--- config.mk ---
export PLATFORM = sky130hd
export DESIGN_NAME = uart_tx_scheduler
export DESIGN_NICKNAME = d
export VERILOG_FILES = /design/src/rtl/uart_sched_pkg.sv /design/src/rtl/rr_arbiter.sv /design/src/rtl/uart_tx_scheduler.sv
export SDC_FILE = /design/constraint.sdc
export NUM_CORES = 1
export LEC_CHECK = 0
export CORE_ASPECT_RATIO = 1.75
export CORE_UTILIZATION = 45
export CTS_CLUSTER_DIAMETER = 30
export DETAILED_ROUTE_END_ITERATION = 10
export PLACE_DENSITY = 0.79
export SLEW_MARGIN = 20
export SYNTH_ARGS = -nofsm -noshare
export SYNTH_HDL_FRONTEND = slang
export SYNTH_SLANG_ARGS = --single-unit
--- constraint.sdc ---
create_clock -name clk -period 6.55 [get_ports clk]
set_input_delay 1.6375 -clock clk [delete_from_list [all_inputs] [get_ports clk]]
set_output_delay 1.6375 -clock clk [all_outputs]
set_load 0.005 [all_outputs]
--- src/rtl/uart_sched_pkg.sv ---
// uart_sched_pkg
// Shared types and constants for the UART frame scheduler.
//   sched_state_t     - scheduler FSM states
//   SYNC_BYTE_DEFAULT - first byte of every frame unless overridden
//   ID_W              - width of a requester index (supports up to 8 requesters)
package uart_sched_pkg;

    localparam int         ID_W              = 3;
    localparam logic [7:0] SYNC_BYTE_DEFAULT = 8'hA5;

    typedef enum logic [2:0] {
        S_IDLE      = 3'd0,
        S_SEND_SYNC = 3'd1,
        S_SEND_ID   = 3'd2,
        S_SEND_DATA = 3'd3,
        S_SEND_CSUM = 3'd4,
        S_WAIT_DONE = 3'd5
    } sched_state_t;

endpackage

--- src/rtl/rr_arbiter.sv ---
// rr_arbiter
// Combinational round-robin arbiter. The search starts at index ptr and wraps
// modulo N; the first requesting index wins.
// Ports:
//   req     in  N     request vector
//   ptr     in  ID_W  highest-priority index this round (must be < N)
//   gnt     out N     one-hot grant (all zero when nothing requests)
//   gnt_idx out ID_W  index of the winner (0 when nothing requests)
module rr_arbiter
    import uart_sched_pkg::*;
#(
    parameter int N = 4
) (
    input  logic [N-1:0]    req,
    input  logic [ID_W-1:0] ptr,
    output logic [N-1:0]    gnt,
    output logic [ID_W-1:0] gnt_idx
);

    localparam int REQ_W = 2 ** ID_W;

    // Padding to the full index range keeps every dynamic select in bounds.
    logic [REQ_W-1:0] req_pad;
    logic [ID_W-1:0]  cand_idx [N];
    logic [N-1:0]     cand_req;

    assign req_pad = REQ_W'(req);

    // cand_idx[gi] is the requester examined at priority rank gi.
    for (genvar gi = 0; gi < N; gi++) begin : g_rot
        logic [ID_W:0] sum;
        assign sum          = {1'b0, ptr} + (ID_W + 1)'(gi);
        assign cand_idx[gi] = (sum >= (ID_W + 1)'(N)) ? ID_W'(sum - (ID_W + 1)'(N))
                                                      : sum[ID_W-1:0];
        assign cand_req[gi] = req_pad[cand_idx[gi]];
    end

    always_comb begin
        logic found;
        found   = 1'b0;
        gnt     = '0;
        gnt_idx = '0;
        for (int k = 0; k < N; k++) begin
            if (!found && cand_req[k]) begin
                found   = 1'b1;
                gnt_idx = cand_idx[k];
            end
        end
        if (found) begin
            gnt = N'(1) << gnt_idx;
        end
    end

endmodule

--- src/rtl/uart_tx_scheduler.sv ---
// uart_tx_scheduler
// Shares one uart_tx serializer among NUM_REQ byte-stream requesters. A
// round-robin winner is locked for a whole frame: SYNC, ID, payload, XOR csum.
// Ports:
//   clk, rst              clock, asynchronous active-high reset
//   req_valid/data/last   per-requester payload stream (byte i at [8i+7:8i])
//   req_ready             one-hot pulse: granted requester's byte consumed
//   tx_start, tx_data     start pulse and byte to uart_tx
//   tx_busy, tx_done      status from uart_tx
//   active, grant_id      frame in progress and its requester
//   frame_done            pulse on the checksum byte's tx_done
//   len_err               pulse when a frame is cut at MAX_LEN
module uart_tx_scheduler
    import uart_sched_pkg::*;
#(
    parameter int         NUM_REQ   = 4,
    parameter logic [7:0] SYNC_BYTE = SYNC_BYTE_DEFAULT,
    parameter int         MAX_LEN   = 16
) (
    input  logic                 clk,
    input  logic                 rst,
    input  logic [NUM_REQ-1:0]   req_valid,
    input  logic [8*NUM_REQ-1:0] req_data,
    input  logic [NUM_REQ-1:0]   req_last,
    output logic [NUM_REQ-1:0]   req_ready,
    output logic                 tx_start,
    output logic [7:0]           tx_data,
    input  logic                 tx_busy,
    input  logic                 tx_done,
    output logic                 active,
    output logic [ID_W-1:0]      grant_id,
    output logic                 frame_done,
    output logic                 len_err
);

    localparam int LEN_W = $clog2(MAX_LEN + 1);
    localparam int REQ_W = 2 ** ID_W;

    sched_state_t         state_reg, state_next, ret_reg, ret_next;
    logic [ID_W-1:0]      grant_reg, grant_next, ptr_reg, ptr_next;
    logic [7:0]           csum_reg, csum_next, tx_data_reg, tx_data_next;
    logic [LEN_W-1:0]     len_reg, len_next;
    logic                 ovf_reg, ovf_next;
    logic                 tx_start_reg, tx_start_next;
    logic [NUM_REQ-1:0]   req_ready_reg, req_ready_next;
    logic                 active_reg, active_next;
    logic                 frame_done_reg, frame_done_next;
    logic                 len_err_reg, len_err_next;

    logic [NUM_REQ-1:0]   arb_gnt;
    logic [ID_W-1:0]      arb_idx;
    logic [REQ_W-1:0]     valid_pad, last_pad;
    logic [8*REQ_W-1:0]   data_pad;
    logic                 sel_valid, sel_last;
    logic [7:0]           sel_data, id_byte;

    rr_arbiter #(.N(NUM_REQ)) u_arb (
        .req     (req_valid),
        .ptr     (ptr_reg),
        .gnt     (arb_gnt),
        .gnt_idx (arb_idx)
    );

    // Granted requester's stream; padded so the dynamic selects stay in range.
    assign valid_pad = REQ_W'(req_valid);
    assign last_pad  = REQ_W'(req_last);
    assign data_pad  = (8 * REQ_W)'(req_data);
    assign sel_valid = valid_pad[grant_reg];
    assign sel_last  = last_pad[grant_reg];
    assign sel_data  = data_pad[{grant_reg, 3'b000} +: 8];
    assign id_byte   = {{(8 - ID_W){1'b0}}, grant_reg};

    always_ff @(posedge clk or posedge rst) begin
        if (rst) begin
            state_reg      <= S_IDLE;
            ret_reg        <= S_IDLE;
            grant_reg      <= '0;
            ptr_reg        <= '0;
            csum_reg       <= '0;
            len_reg        <= '0;
            ovf_reg        <= 1'b0;
            tx_start_reg   <= 1'b0;
            tx_data_reg    <= '0;
            req_ready_reg  <= '0;
            active_reg     <= 1'b0;
            frame_done_reg <= 1'b0;
            len_err_reg    <= 1'b0;
        end else begin
            state_reg      <= state_next;
            ret_reg        <= ret_next;
            grant_reg      <= grant_next;
            ptr_reg        <= ptr_next;
            csum_reg       <= csum_next;
            len_reg        <= len_next;
            ovf_reg        <= ovf_next;
            tx_start_reg   <= tx_start_next;
            tx_data_reg    <= tx_data_next;
            req_ready_reg  <= req_ready_next;
            active_reg     <= active_next;
            frame_done_reg <= frame_done_next;
            len_err_reg    <= len_err_next;
        end
    end

    always_comb begin
        state_next      = state_reg;
        ret_next        = ret_reg;
        grant_next      = grant_reg;
        ptr_next        = ptr_reg;
        csum_next       = csum_reg;
        len_next        = len_reg;
        ovf_next        = ovf_reg;
        tx_data_next    = tx_data_reg;
        active_next     = active_reg;
        tx_start_next   = 1'b0;
        req_ready_next  = '0;
        frame_done_next = 1'b0;
        len_err_next    = 1'b0;

        case (state_reg)
            S_IDLE: begin
                if (|arb_gnt) begin
                    grant_next  = arb_idx;
                    csum_next   = '0;
                    len_next    = '0;
                    ovf_next    = 1'b0;
                    active_next = 1'b1;
                    // SYNC goes out in the same edge as the grant so the
                    // start pulse lines up with active; SEND_SYNC is only
                    // visited when the serializer is still busy.
                    if (!tx_busy) begin
                        tx_start_next = 1'b1;
                        tx_data_next  = SYNC_BYTE;
                        ret_next      = S_SEND_ID;
                        state_next    = S_WAIT_DONE;
                    end else begin
                        state_next    = S_SEND_SYNC;
                    end
                end
            end
            S_SEND_SYNC: begin
                if (!tx_busy) begin
                    tx_start_next = 1'b1;
                    tx_data_next  = SYNC_BYTE;
                    ret_next      = S_SEND_ID;
                    state_next    = S_WAIT_DONE;
                end
            end
            S_SEND_ID: begin
                if (!tx_busy) begin
                    tx_start_next = 1'b1;
                    tx_data_next  = id_byte;
                    csum_next     = csum_reg ^ id_byte;
                    ret_next      = S_SEND_DATA;
                    state_next    = S_WAIT_DONE;
                end
            end
            S_SEND_DATA: begin
                if (!tx_busy && sel_valid) begin
                    tx_start_next  = 1'b1;
                    tx_data_next   = sel_data;
                    req_ready_next = NUM_REQ'(1) << grant_reg;
                    csum_next      = csum_reg ^ sel_data;
                    len_next       = len_reg + LEN_W'(1);
                    state_next     = S_WAIT_DONE;
                    if (sel_last || (len_reg == LEN_W'(MAX_LEN - 1))) begin
                        // Remember a forced cut so len_err can ride on the csum start.
                        ovf_next = !sel_last;
                        ret_next = S_SEND_CSUM;
                    end else begin
                        ret_next = S_SEND_DATA;
                    end
                end
            end
            S_SEND_CSUM: begin
                if (!tx_busy) begin
                    tx_start_next = 1'b1;
                    tx_data_next  = csum_reg;
                    len_err_next  = ovf_reg;
                    ret_next      = S_IDLE;
                    state_next    = S_WAIT_DONE;
                end
            end
            S_WAIT_DONE: begin
                if (tx_done) begin
                    state_next = ret_reg;
                    if (ret_reg == S_IDLE) begin
                        frame_done_next = 1'b1;
                        active_next     = 1'b0;
                        ptr_next        = (grant_reg == ID_W'(NUM_REQ - 1)) ? '0
                                                                            : grant_reg + ID_W'(1);
                    end
                end
            end
            default: state_next = S_IDLE;
        endcase
    end

    assign req_ready  = req_ready_reg;
    assign tx_start   = tx_start_reg;
    assign tx_data    = tx_data_reg;
    assign active     = active_reg;
    assign grant_id   = grant_reg;
    assign frame_done = frame_done_reg;
    assign len_err    = len_err_reg;

endmodule

Yosys cells after proc, flatten, opt, wreduce, memory -nomap -nowiden
Cells that the tools add are included.
- register bits after elaboration: 42
- input bits: 44
- output and inout port bits: 19
- logic and storage cells: 148
- add/subtract/negate cells: 9
- $lt $le $gt $ge: 9
- equality and inequality tests: 15
- shift-type cells: 3
- multiplexer cells: 71
- bitwise logic cells: 2
- reductions and logical operators: 26
- operator list (operator ; count):
    2-to-1 mux 8 bit ; 8
    variable part select 64 x 7 -> 8 bit ; 1
    2-to-1 mux 3 bit ; 20
    case mux 8 bit (5 select lines) ; 1
    2-to-1 mux 1 bit ; 24
    case mux 8 bit (3 select lines) ; 1
    less-than comparator 3 x 4 -> 1 bit (second input constant) ; 5
    binary-select mux 1 bit (select 3 bit) ; 6
    != test 2 bit (second input constant) ; 8
    AND reduction 4 bit ; 4
    case mux 3 bit (5 select lines) ; 1
    >= comparator 4 x 3 -> 1 bit (second input constant) ; 3
    2-to-1 mux 4 bit ; 3
    case mux 3 bit (4 select lines) ; 1
    subtractor 3 bit (second input constant) ; 4
    2-to-1 mux 5 bit ; 2
    case mux 5 bit (2 select lines) ; 1
    equality test 3 x 2 -> 1 bit (second input constant) ; 3
    adder 3 x 2 -> 4 bit (second input constant) ; 2
    << shifter 1 x 3 -> 4 bit (first input constant) ; 2
    bitwise XOR 8 x 3 -> 8 bit ; 1
    bitwise XOR 8 bit ; 1
    equality test 3 bit (second input constant) ; 2
    zero test 3 bit ; 2
    19 further kinds ; 29

Depth between registers and ports, before layout
Gate-level depths: netlist of run 1.
- word-level depth: 19
- gate-level depth with buffers: 10
- gate-level depth less buffers: 7

Cells and area by module
A second synthesis of run 1 with hierarchy kept.
- cell total of the unflattened synthesis: 314
- area total of the unflattened synthesis: 2967.8 um2
- by module, submodules not included (module ; instances ; cells each ; area each (um2) ; seq. area each (um2)):
    uart_tx_scheduler ; 1 ; 261 ; 2552.4 ; 1051.0
    rr_arbiter ; 1 ; 53 ; 415.4 ; 0.0

Worst setup path after synthesis of run 1
OpenSTA, ideal clock, no wires.
- path type: input to register
- start point: input port req_valid[0]
- end point: register ret_reg[2]
- library setup time: 0.125 ns
- data arrival time: 3.141 ns
- required time: 6.425 ns
- slack: 3.283 ns
- cell stages on the path: 6
- buffers on the path: 1
- path through: mux4_2 > o31a_4 > a2111oi_4 > nor3_2 > buf_6 > mux2_4
- longest elaborated chain between the ends: 17
- elaborated cells between the ends (all ways): 31
- classes of those cells: 2 x eq/ne; 1 x shift; 19 x mux; 9 x reduce/logical
- RTL lines (item ; line ; source):
    start, declared ; uart_tx_scheduler.sv:22 ; input logic [NUM_REQ-1:0] req_valid,
    binary-select mux 1 bit (select 3 bit) ; rr_arbiter.sv:35 ; assign cand_req[gi] = req_pad[cand_idx[gi]];
    2-to-1 mux 1 bit (not written as such) ; rr_arbiter.sv:35 ;
    2-to-1 mux 1 bit ; rr_arbiter.sv:44 ; if (!found && cand_req[k]) begin
    zero test 1 bit ; rr_arbiter.sv:44 ;
    logical AND 1 bit ; rr_arbiter.sv:44 ;
    2-to-1 mux 1 bit ; rr_arbiter.sv:44 ;
    zero test 1 bit ; rr_arbiter.sv:44 ;
    logical AND 1 bit ; rr_arbiter.sv:44 ;
    2-to-1 mux 1 bit ; rr_arbiter.sv:44 ;
    zero test 1 bit ; rr_arbiter.sv:44 ;
    logical AND 1 bit ; rr_arbiter.sv:44 ;
    2-to-1 mux 3 bit ; rr_arbiter.sv:44 ;
    << shifter 1 x 3 -> 4 bit ; rr_arbiter.sv:50 ; gnt = N'(1) << gnt_idx;
    2-to-1 mux 4 bit ; rr_arbiter.sv:49 ; if (found) begin
    OR reduction 4 bit ; uart_tx_scheduler.sv:122 ; if (|arb_gnt) begin
    != test 2 bit (no source line) ; -- ;
    AND reduction 5 bit (no source line) (*) ; -- ;
    end signal, assigned ; uart_tx_scheduler.sv:90 ; ret_reg <= ret_next;
    end, declared ; uart_tx_scheduler.sv:39 ; sched_state_t state_reg, state_next, ret_reg, ret_next;
Every way passes the cells marked *; elsewhere a longest branch is shown, timed or not. The select of a mux whose other input is x is not followed.
A chain may end at the register's enable or synchronous reset.

Final worst setup path of run 1
- start point: input port req_valid[2]
- end point: register tx_data_reg[6] (netlist: tx_data[6])
- longest elaborated chain between the ends: 17
- elaborated cells between the ends (all ways): 31
- classes of those cells: 2 x eq/ne; 1 x shift; 19 x mux; 9 x reduce/logical
- RTL lines (item ; line ; source):
    binary-select mux 1 bit (select 3 bit) ; rr_arbiter.sv:35 ;
    2-to-1 mux 1 bit (not written as such) ; rr_arbiter.sv:35 ;
    2-to-1 mux 1 bit ; rr_arbiter.sv:44 ;
    zero test 1 bit ; rr_arbiter.sv:44 ;
    logical AND 1 bit ; rr_arbiter.sv:44 ;
    2-to-1 mux 1 bit ; rr_arbiter.sv:44 ;
    zero test 1 bit ; rr_arbiter.sv:44 ;
    logical AND 1 bit ; rr_arbiter.sv:44 ;
    2-to-1 mux 1 bit ; rr_arbiter.sv:44 ;
    zero test 1 bit ; rr_arbiter.sv:44 ;
    logical AND 1 bit ; rr_arbiter.sv:44 ;
    2-to-1 mux 3 bit ; rr_arbiter.sv:44 ;
    << shifter 1 x 3 -> 4 bit ; rr_arbiter.sv:50 ;
    2-to-1 mux 4 bit ; rr_arbiter.sv:49 ;
    OR reduction 4 bit ; uart_tx_scheduler.sv:122 ;
    != test 2 bit (no source line) ; -- ;
    AND reduction 5 bit (no source line) (*) ; -- ;
    end signal, assigned ; uart_tx_scheduler.sv:97 ; tx_data_reg <= tx_data_next;
    end, declared ; uart_tx_scheduler.sv:41 ; logic [7:0] csum_reg, csum_next, tx_data_reg, tx_data_next;
Marked as above.

==> results of run 1 <==
-- per-stage QoR --
stage	utilization, %	cells	cell area (sq um)
after detailed placement	57.5	395	3350
after global routing	59.5	403	3470
final	59.5	403	3470
after global placement	57.5	395	3350
after floorplan	-	269	2700
after CTS	59.4	403	3460
-- critical path, stage by stage --
cell and delay, ps:
clkdlybuf4s50_1 570, mux2i_1 130, o22ai_1 510, a2111oi_4 100, nor3_2 900, mux2_2 420
-- how the worst min path moves through the flow --
| stage | startpoint | end | slack, ps | cells after the start |
|---|---|---|---|---|
| 3_5_place_dp | ovf_reg | ovf_reg | 510 | 2 |
| 6_report | len_reg[0] | len_reg[0] | 520 | 1 |
| 4_1_cts | len_reg[0] | len_reg[0] | 530 | 1 |
| 2_1_floorplan | ovf_reg | ovf_reg | 480 | 2 |
| 3_3_place_gp | ovf_reg | ovf_reg | 500 | 2 |
| 5_1_grt | tx_data[5] | tx_data[5] | 540 | 1 |
-- metal layers --
| metal | part of all wire (%) | routed length [microns] |
|---|---|---|
| met4 | 4.4 | 303 |
| met5 | 0 | 0 |
| met1 | 38 | 2570 |
| met2 | 54 | 3710 |
| met3 | 3.9 | 264 |
-- where the power goes --
group | internal, mW | switching [mW] | leakage, nW
logic | 0.358 | 0.335 | 0.900
clock network | 0.114 | 0.0887 | 0.0514
registers | 0.333 | 0.117 | 0.541
-- cell families (layout without fill, tap and decap cells) --
logic type	count (synthesis)	after routing	share of synthesized area, %
xor gates and xnor gates	8	8	2.60
muxes	33	33	17.9
buffers and inverters	30	86	4.91
and+or+nand+nor	92	92	16.6
AOI/OAI and AO/OA	56	56	15.3
DFF	42	42	38.9
adders and majority gates	8	8	3.71
-- cell usage in the layout, fill, tap and decap left out, types with 5 or more instances in the layout --
cell type / count
mux2i_1: 12
nand2_1: 24
ha_1: 8
xnor2_1: 5
mux4_2: 9
mux2_2: 5
dfrtp_1: 42
and3_1: 9
mux2_4: 7
nor2_1: 27
a21oi_1: 10
inv_1: 14
clkbuf_8: 5
nand2b_1: 7
o21ai_0: 14
clkdlybuf4s50_1: 62
-- final cells by class --
cell class                 instances  share of cell area, %
clock inverter                     2                   1.08
tap                               78                   2.81
timing repair buffer              64                   18.3
multi-input combinational        197                   43.9
sequential                        42                   30.3
inverter                          14                   1.52
clock buffer                       6                   2.09
==> results_dict.tcl, run 1 <==
set metrics [dict create \
    synthArstFlopShare_pct 100 \
    num_antenna_cells 0 \
    drt_iter0_drc 78 \
    yosysUniqueCellTypes 50 \
    arrival_ps 4270 \
    start_kind "input pin" \
    layout-drive-gt1-share_pct 11.4 \
    grt_setup_unrepaired "no" \
    finalSetupViolations 0 \
    end_kind "flip-flop" \
    multi_input_area_sq_um 1520 \
    vias 2329 \
    area_growth_pct 28.5 \
    grt_usage_pct 23.9 \
    synth_commonest_cells "dfrtp_1, nor2_1, nand2_1" \
    synth-edff-count 0 \
    clockBufferDepth 2 \
    first_pass_iters 4 \
    root_buffer "clkbuf_8" \
    slew_violations 0 \
    finalClockSkew_ps 4.84 \
    yosys_warnings 0 \
    detailedPlace.worstSlack_ps 2170 \
    path_clk_slew_ps 80 \
    slew_headroom_pct 25.5 \
    gp_congestion 0.841 \
    vdd_drop_max_uv 187 \
    timing.fmax_mhz 245 \
    yosysMostFrequentCell "dfrtp_1" \
    ys_seq_area_share_pct 38.9 \
    cts_hold_buffers 0 \
    core_sq_um 5830 \
    clk_latency_ps 290 \
    nFillCells 552 \
    r2r_end "tx_data[6]" \
    wl_microns 6850 \
    numCtsBuffers 5 \
    postSynthAreaPerCell_sq_um 10.0 \
    nets 376 \
    yosys-top-cells-area "dfrtp_1, mux4_2, mux2i_1" \
    r2r-start "ptr_reg[0]" \
    cts_sinks 42 \
    fin_tns_setup_ps 0 \
    crit_required_ps 6730 \
    antenna_found_initial 0 \
    grt_pass1_wl_microns 11400 \
    ff2ff_path_depth 7 \
    synthCells 269 \
    drc 0 \
    syn_nets 321 \
    endpoint "tx_data[6]" \
    ios 63 \
    worst_pin_slew_ps 1110 \
    grt-ovfl-total 0 \
    grtUsageMet3_pct 3.23 \
    cap_violations 0 \
    cts_setup_buffers 0 \
    wl_per_cell_microns 17.0 \
    hold_path_class "flip-flop to flip-flop" \
    p_per_area_nw_per_um2 388 \
    htree_levels 2 \
    seq_area_sq_um 1050 \
    cts_resized 0 \
    status "finished clean" \
    synth_area_sq_um 2700 \
    dp_hpwl_microns 5160 \
    busiest_layer "met2" \
    grt_use_met2_pct 41.2 \
    postRouteAntennaNets 0 \
    p_total_mw 1.35 \
    fp.dieW_microns 60.5 \
    whs_ps 525 \
    ys_ff_latch 42 \
    synth_top_cell_by_area "dfrtp_1" \
    grt_pass1_vias 2452 \
    design.die.area_sq_um 6320 \
    num_rows 37 \
    hold_viol_final 0 \
    finalCritPeriodShare_pct 62.4 \
    portBuffers 62 \
    cts_tree "built" \
    die_h_microns 104 \
    period_needed_ps 4090 \
    start_util_pct 46.3 \
    setup_ws_ps 2460 \
    grt_max_degree 43 \
    synth_top_flop_cell "dfrtp_1" \
    cellLeakagePower_nw 1.49 \
    critPathKind "input pin to flip-flop" \
    crit_fanout 12 \
    vias_per_cell 5.78 \
    grt_use_met1_pct 27.4 \
    timing.reg2reg.setup_slack_ps 3030 \
    startpoint "req_valid[2]" \
    synth_top_area_share_pct 38.9 \
]
(Power assumes the default switching activity.)
==> run 2, diff against run 1 <==
--- a/config.mk
+++ b/config.mk
@@ -9,7 +9,7 @@
 export CORE_UTILIZATION = 45
 export CTS_CLUSTER_DIAMETER = 30
 export DETAILED_ROUTE_END_ITERATION = 10
-export PLACE_DENSITY = 0.79
+export PLACE_DENSITY = 0.82
 export SLEW_MARGIN = 20
 export SYNTH_ARGS = -nofsm -noshare
 export SYNTH_HDL_FRONTEND = slang
==> constraint.sdc (replaced) <==
create_clock -name clk -period 3.4 [get_ports clk]
set_input_delay 0.85 -clock clk [delete_from_list [all_inputs] [get_ports clk]]
set_output_delay 0.85 -clock clk [all_outputs]
set_load 0.005 [all_outputs]
==> run 2 against run 1 <==
Compared with the run above: register-to-register slack worse by 2300 ps; critical endpoint unchanged; largest power group unchanged; critical path depth unchanged; largest cell class unchanged; worst hold slack about the same.
==> results_dict.tcl, run 2 (synthesized netlist as in run 1, its figures left out) <==
set metrics [dict create \
    vias_per_cell 5.76 \
    finalInstanceArea_sq_um 3530 \
    cpPeakStageDelay_ps 650 \
    finalCritPeriodShare_pct 86.8 \
    cts_tree "built" \
    layout-drive-gt1-share_pct 14.5 \
    cap_violations 0 \
    ios 63 \
    cellLeakagePower_nw 1.55 \
    hold_viol_final 0 \
    crit_required_ps 3580 \
    status "finished clean" \
    nFillCells 506 \
    finalSetupViolations 0 \
    grt_setup_unrepaired "no" \
    crit_fanout 12 \
    num_rows 37 \
    p_total_mw 2.60 \
    path_clk_slew_ps 80 \
    cts_setup_buffers 0 \
    p_per_area_nw_per_um2 737 \
    vdd_drop_max_uv 442 \
    placed_cell_area_sq_um 3450 \
    arrival_ps 3130 \
    crit_buf_inv 1 \
    finalClockSkew_ps 5.16 \
    timing.fmax_mhz 339 \
    grt-ovfl-total 0 \
    portBuffers 62 \
    fin_tns_setup_ps 0 \
    wl_microns 7050 \
    start_kind "input pin" \
    wl_per_cell_microns 17.0 \
    fp.dieW_microns 60.5 \
    hold_path_class "flip-flop to flip-flop" \
    die_h_microns 104 \
    num_antenna_cells 0 \
    vias 2390 \
    core_sq_um 5830 \
    dp_hpwl_microns 5370 \
    worst_pin_slew_ps 747 \
    critPathKind "input pin to flip-flop" \
    grt_max_degree 43 \
    cts_resized 0 \
    critPathTopFamily "simple AND/OR/NAND/NOR gates" \
    grt_usage_pct 24.2 \
    postRouteAntennaNets 0 \
    antenna_found_initial 0 \
    setup_ws_ps 450 \
    grt_pass1_wl_microns 11600 \
    start_util_pct 46.3 \
    drt_iter0_drc 115 \
    drc 0 \
    final_common_cell "clkdlybuf4s50_1" \
    clockBufferDepth 2 \
    most-common-layout-cells "clkdlybuf4s50_1, dfrtp_1, nor2_1" \
    grt_pass1_vias 2385 \
    design.die.area_sq_um 6320 \
    area_growth_pct 31.0 \
    numCtsBuffers 5 \
    detailedPlace.worstSlack_ps -185 \
    end_kind "flip-flop" \
    slew_headroom_pct 50.1 \
    slew_violations 0 \
    root_buffer "clkbuf_8" \
    whs_ps 525 \
    htree_levels 2 \
    nets 389 \
    cts_hold_buffers 0 \
    slowest_stage "nor3_4" \
    gp_congestion 1.00 \
    clk_latency_ps 300 \
    first_pass_iters 4 \
    cts_sinks 42 \
    crit_chain "clkdlybuf4s50_1 > mux2i_1 > o2111ai_1 > a2111oi_4 > nor3_4 > mux2_2" \
    period_needed_ps 2950 \
]
-- run 2: cell types whose count changed in the layout (fill, tap and decap cells not counted), sizes merged --
cell / before / now
buf: 2 / 15
clkbuf: 6 / 5
clkinv: 0 / 2
bufinv: 1 / 0
clkinvlp: 1 / 0
-- run 2: layout make-up --
class | instances | area [sq um] | area share (%)
flip-flops and latches | 42 | 1050 | 29.7
multi-input cells | 197 | 1520 | 43.0
inverters | 14 | 52.6 | 1.49
clock buffers | 5 | 68.8 | 1.95
repair buffers | 77 | 733 | 20.7
clock inverters | 2 | 10.0 | 0.283
well taps | 78 | 97.6 | 2.76
-- run 2: path summary, 6_finish.rpt --
kind,startpoint,slack [ps],cells past startpoint,end
setup / recovery,req_valid[0],450,6,tx_data[6]
hold / removal,tx_data[4],520,1,tx_data[4]
setup reg to reg,ptr_reg[0],730,7,tx_data[6]
hold reg to reg,tx_data[4],520,1,tx_data[4]
max in group asynchronous,rst,2050,3,tx_start
min in group asynchronous,rst,980,3,frame_done
-- run 2: where the power goes --
part | switching [mW] | internal [mW] | leakage (nW)
clock | 0.174 | 0.138 | 0.0438
sequential | 0.136 | 0.644 | 0.541
combinational | 0.755 | 0.756 | 0.966
-- run 2: stage by stage --
| step | util [%] | std cells |
|---|---|---|
| 2_1_floorplan | - | 269 |
| 3_3_place_gp | 59.1 | 408 |
| 3_5_place_dp | 59.1 | 408 |
| 4_1_cts | 60.5 | 415 |
| 5_1_grt | 60.6 | 415 |
| 6_report | 60.6 | 415 |
-- run 2: layer usage --
| metal | share of wire (%) | global-route usage, % | vias to the layer above |
|---|---|---|---|
| met4 | 3.1 | 10.1 | 0 |
| met2 | 52 | 40.7 | 102 |
| met5 | 0 | 0 | - |
| met3 | 5.7 | 3.86 | 19 |
| li1 | - | - | 1099 |
| met1 | 39 | 29.5 | 1170 |
==> run 3, diff against run 2 <==
--- a/config.mk
+++ b/config.mk
@@ -9,7 +9,9 @@
 export CORE_UTILIZATION = 45
 export CTS_CLUSTER_DIAMETER = 30
 export DETAILED_ROUTE_END_ITERATION = 10
-export PLACE_DENSITY = 0.82
+export GPL_ROUTABILITY_DRIVEN = 0
+export HOLD_SLACK_MARGIN = 0.06
+export PLACE_DENSITY = 0.81
 export SLEW_MARGIN = 20
 export SYNTH_ARGS = -nofsm -noshare
 export SYNTH_HDL_FRONTEND = slang
==> run 3 against run 2 <==
Compared with the run above: first-iteration DRC count decreased by 28%; register-to-register slack improved by 20 ps; maximum frequency increased by 3.5%; sequential share of layout area decreased by 0.14 points; wire length decreased by 4.1%; final cell count decreased by 0.24%; count of clock-buffer cells in the layout increased by 1; utilization increased by 0.28 points; worst setup slack improved by 99 ps; critical path type unchanged; largest cell class unchanged; non-clock buffer count decreased by 2.
==> results_dict.tcl, run 3 (synthesized netlist as in run 1, its figures left out) <==
set metrics [dict create \
    numCtsBuffers 5 \
    p_int_mw 1.60 \
    num_rows 37 \
    p_sw_share_pct 39.6 \
    slew_violations 0 \
    placed_cell_area_sq_um 3430 \
    finalCritPeriodShare_pct 83.9 \
    num_antenna_cells 0 \
    path_clk_slew_ps 80 \
    crit_fanout 12 \
    clkPwrFrac_pct 14.9 \
    antenna_found_initial 0 \
    nets 387 \
    p_sw_mw 1.05 \
    vias_per_cell 5.71 \
    grt_pass1_wl_microns 11200 \
    drt_iter0_drc 83 \
    area_growth_pct 31.6 \
    cpPeakStageDelay_ps 630 \
    worst_pin_slew_ps 733 \
    cts_hold_buffers 0 \
    grt-ovfl-total 0 \
    crit_required_ps 3590 \
    wl_per_cell_microns 16.3 \
    cellLeakagePower_nw 1.55 \
    slowest_stage "nor3_4" \
    wl_microns 6760 \
    grt_usage_pct 23.3 \
    end_kind "flip-flop" \
    cts_resized 0 \
    finalInstanceArea_sq_um 3550 \
    share_comb_of_total_power_pct 55.1 \
    dp_hpwl_microns 5170 \
    core_sq_um 5830 \
    grt_pass1_vias 2419 \
    critPathKind "input pin to flip-flop" \
    cts_setup_buffers 0 \
    cap_violations 0 \
    status "finished clean" \
    die_h_microns 104 \
    most-common-layout-cells "clkdlybuf4s50_1, dfrtp_1, nor2_1" \
    crit_buf_inv 2 \
    layout-drive-gt1-share_pct 14.0 \
    whs_ps 511 \
    postRouteAntennaNets 0 \
    crit_chain "clkdlybuf4s50_1 > mux2i_1 > o2111ai_1 > buf_4 > a2111oi_4 > nor3_4 > mux2_2" \
    clk_latency_ps 300 \
    fin_tns_setup_ps 0 \
    clockBufferDepth 2 \
    final_common_cell "clkdlybuf4s50_1" \
    ios 63 \
    finalSetupViolations 0 \
    hold_viol_final 0 \
    critPathTopFamily "buffers and inverters" \
    drc 0 \
    root_buffer "clkbuf_8" \
    arrival_ps 3040 \
    start_kind "input pin" \
    finalClockSkew_ps 6.66 \
    htree_levels 2 \
    cts_tree "built" \
    start_util_pct 46.3 \
    portBuffers 62 \
    seqPwrFrac_pct 30.0 \
    period_needed_ps 2850 \
    vias 2362 \
    fp.dieW_microns 60.5 \
    first_pass_iters 4 \
    timing.fmax_mhz 351 \
    grt_max_degree 43 \
    vdd_drop_max_uv 360 \
    cts_sinks 42 \
    design.die.area_sq_um 6320 \
    grt_setup_unrepaired "no" \
    slew_headroom_pct 51.0 \
    p_total_mw 2.65 \
    p_per_area_nw_per_um2 746 \
    hold_path_class "flip-flop to flip-flop" \
]
-- run 3: cell types whose count changed in the layout (fill, tap and decap cells not counted), sizes merged --
cell | before | now
clkbuf | 5 | 6
clkinv | 2 | 0
clkinvlp | 0 | 1
buf | 15 | 13
bufinv | 0 | 1
-- run 3: metal layers --
layer	up-vias	GRT usage (%)	share of wire, %	wire length [microns]
li1	1100	-	-	-
met1	1158	27.4	40	2680
met2	91	41.8	53	3610
met3	13	2.49	4.9	331
met4	0	8.28	2.1	140
met5	-	0	0	0
-- run 3: layout make-up --
class / count / area [sq um]
clock buffers: 6 / 72.6
flip-flops and latches: 42 / 1050
multi-input cells: 197 / 1520
fillers: 510 / 2280
inverters: 14 / 52.6
repair buffers: 75 / 718
well taps: 78 / 97.6
clock inverters: 2 / 37.5
-- run 3: power by group through the flow --
stage | Clock [mW] | Combinational (mW) | Sequential, mW
final | 0.395 | 1.46 | 0.794
after global placement | 0 | 1.41 | 0.796
after global routing | 0.419 | 1.60 | 0.823
after detailed placement | 0 | 1.46 | 0.803
after CTS | 0.397 | 1.46 | 0.795
after floorplan | 0 | 1.07 | 0.747
-- run 3: worst paths after layout --
check / startpoint / to / slack (ps) / cells past startpoint
worst min-delay path: len_reg[0] / len_reg[0] / 510 / 1
worst min register to register: len_reg[0] / len_reg[0] / 510 / 1
worst max-delay path: req_valid[0] / ret_reg[1] / 550 / 7
max in group asynchronous: rst / state_reg[1] / 2050 / 3
worst max register to register: ptr_reg[0] / ret_reg[1] / 750 / 8
min in group asynchronous: rst / req_ready[0] / 970 / 3
-- run 3: metrics by stage --
| stage | setup slack, ps | cells | utilization [%] |
|---|---|---|---|
| 3_5_place_dp | -114 | 406 | 58.9 |
| 5_1_grt | 425 | 414 | 60.9 |
| 2_1_floorplan | 647 | 269 | - |
| 6_report | 549 | 414 | 60.9 |
| 3_3_place_gp | -6.33 | 406 | 58.9 |
| 4_1_cts | 230 | 414 | 60.8 |
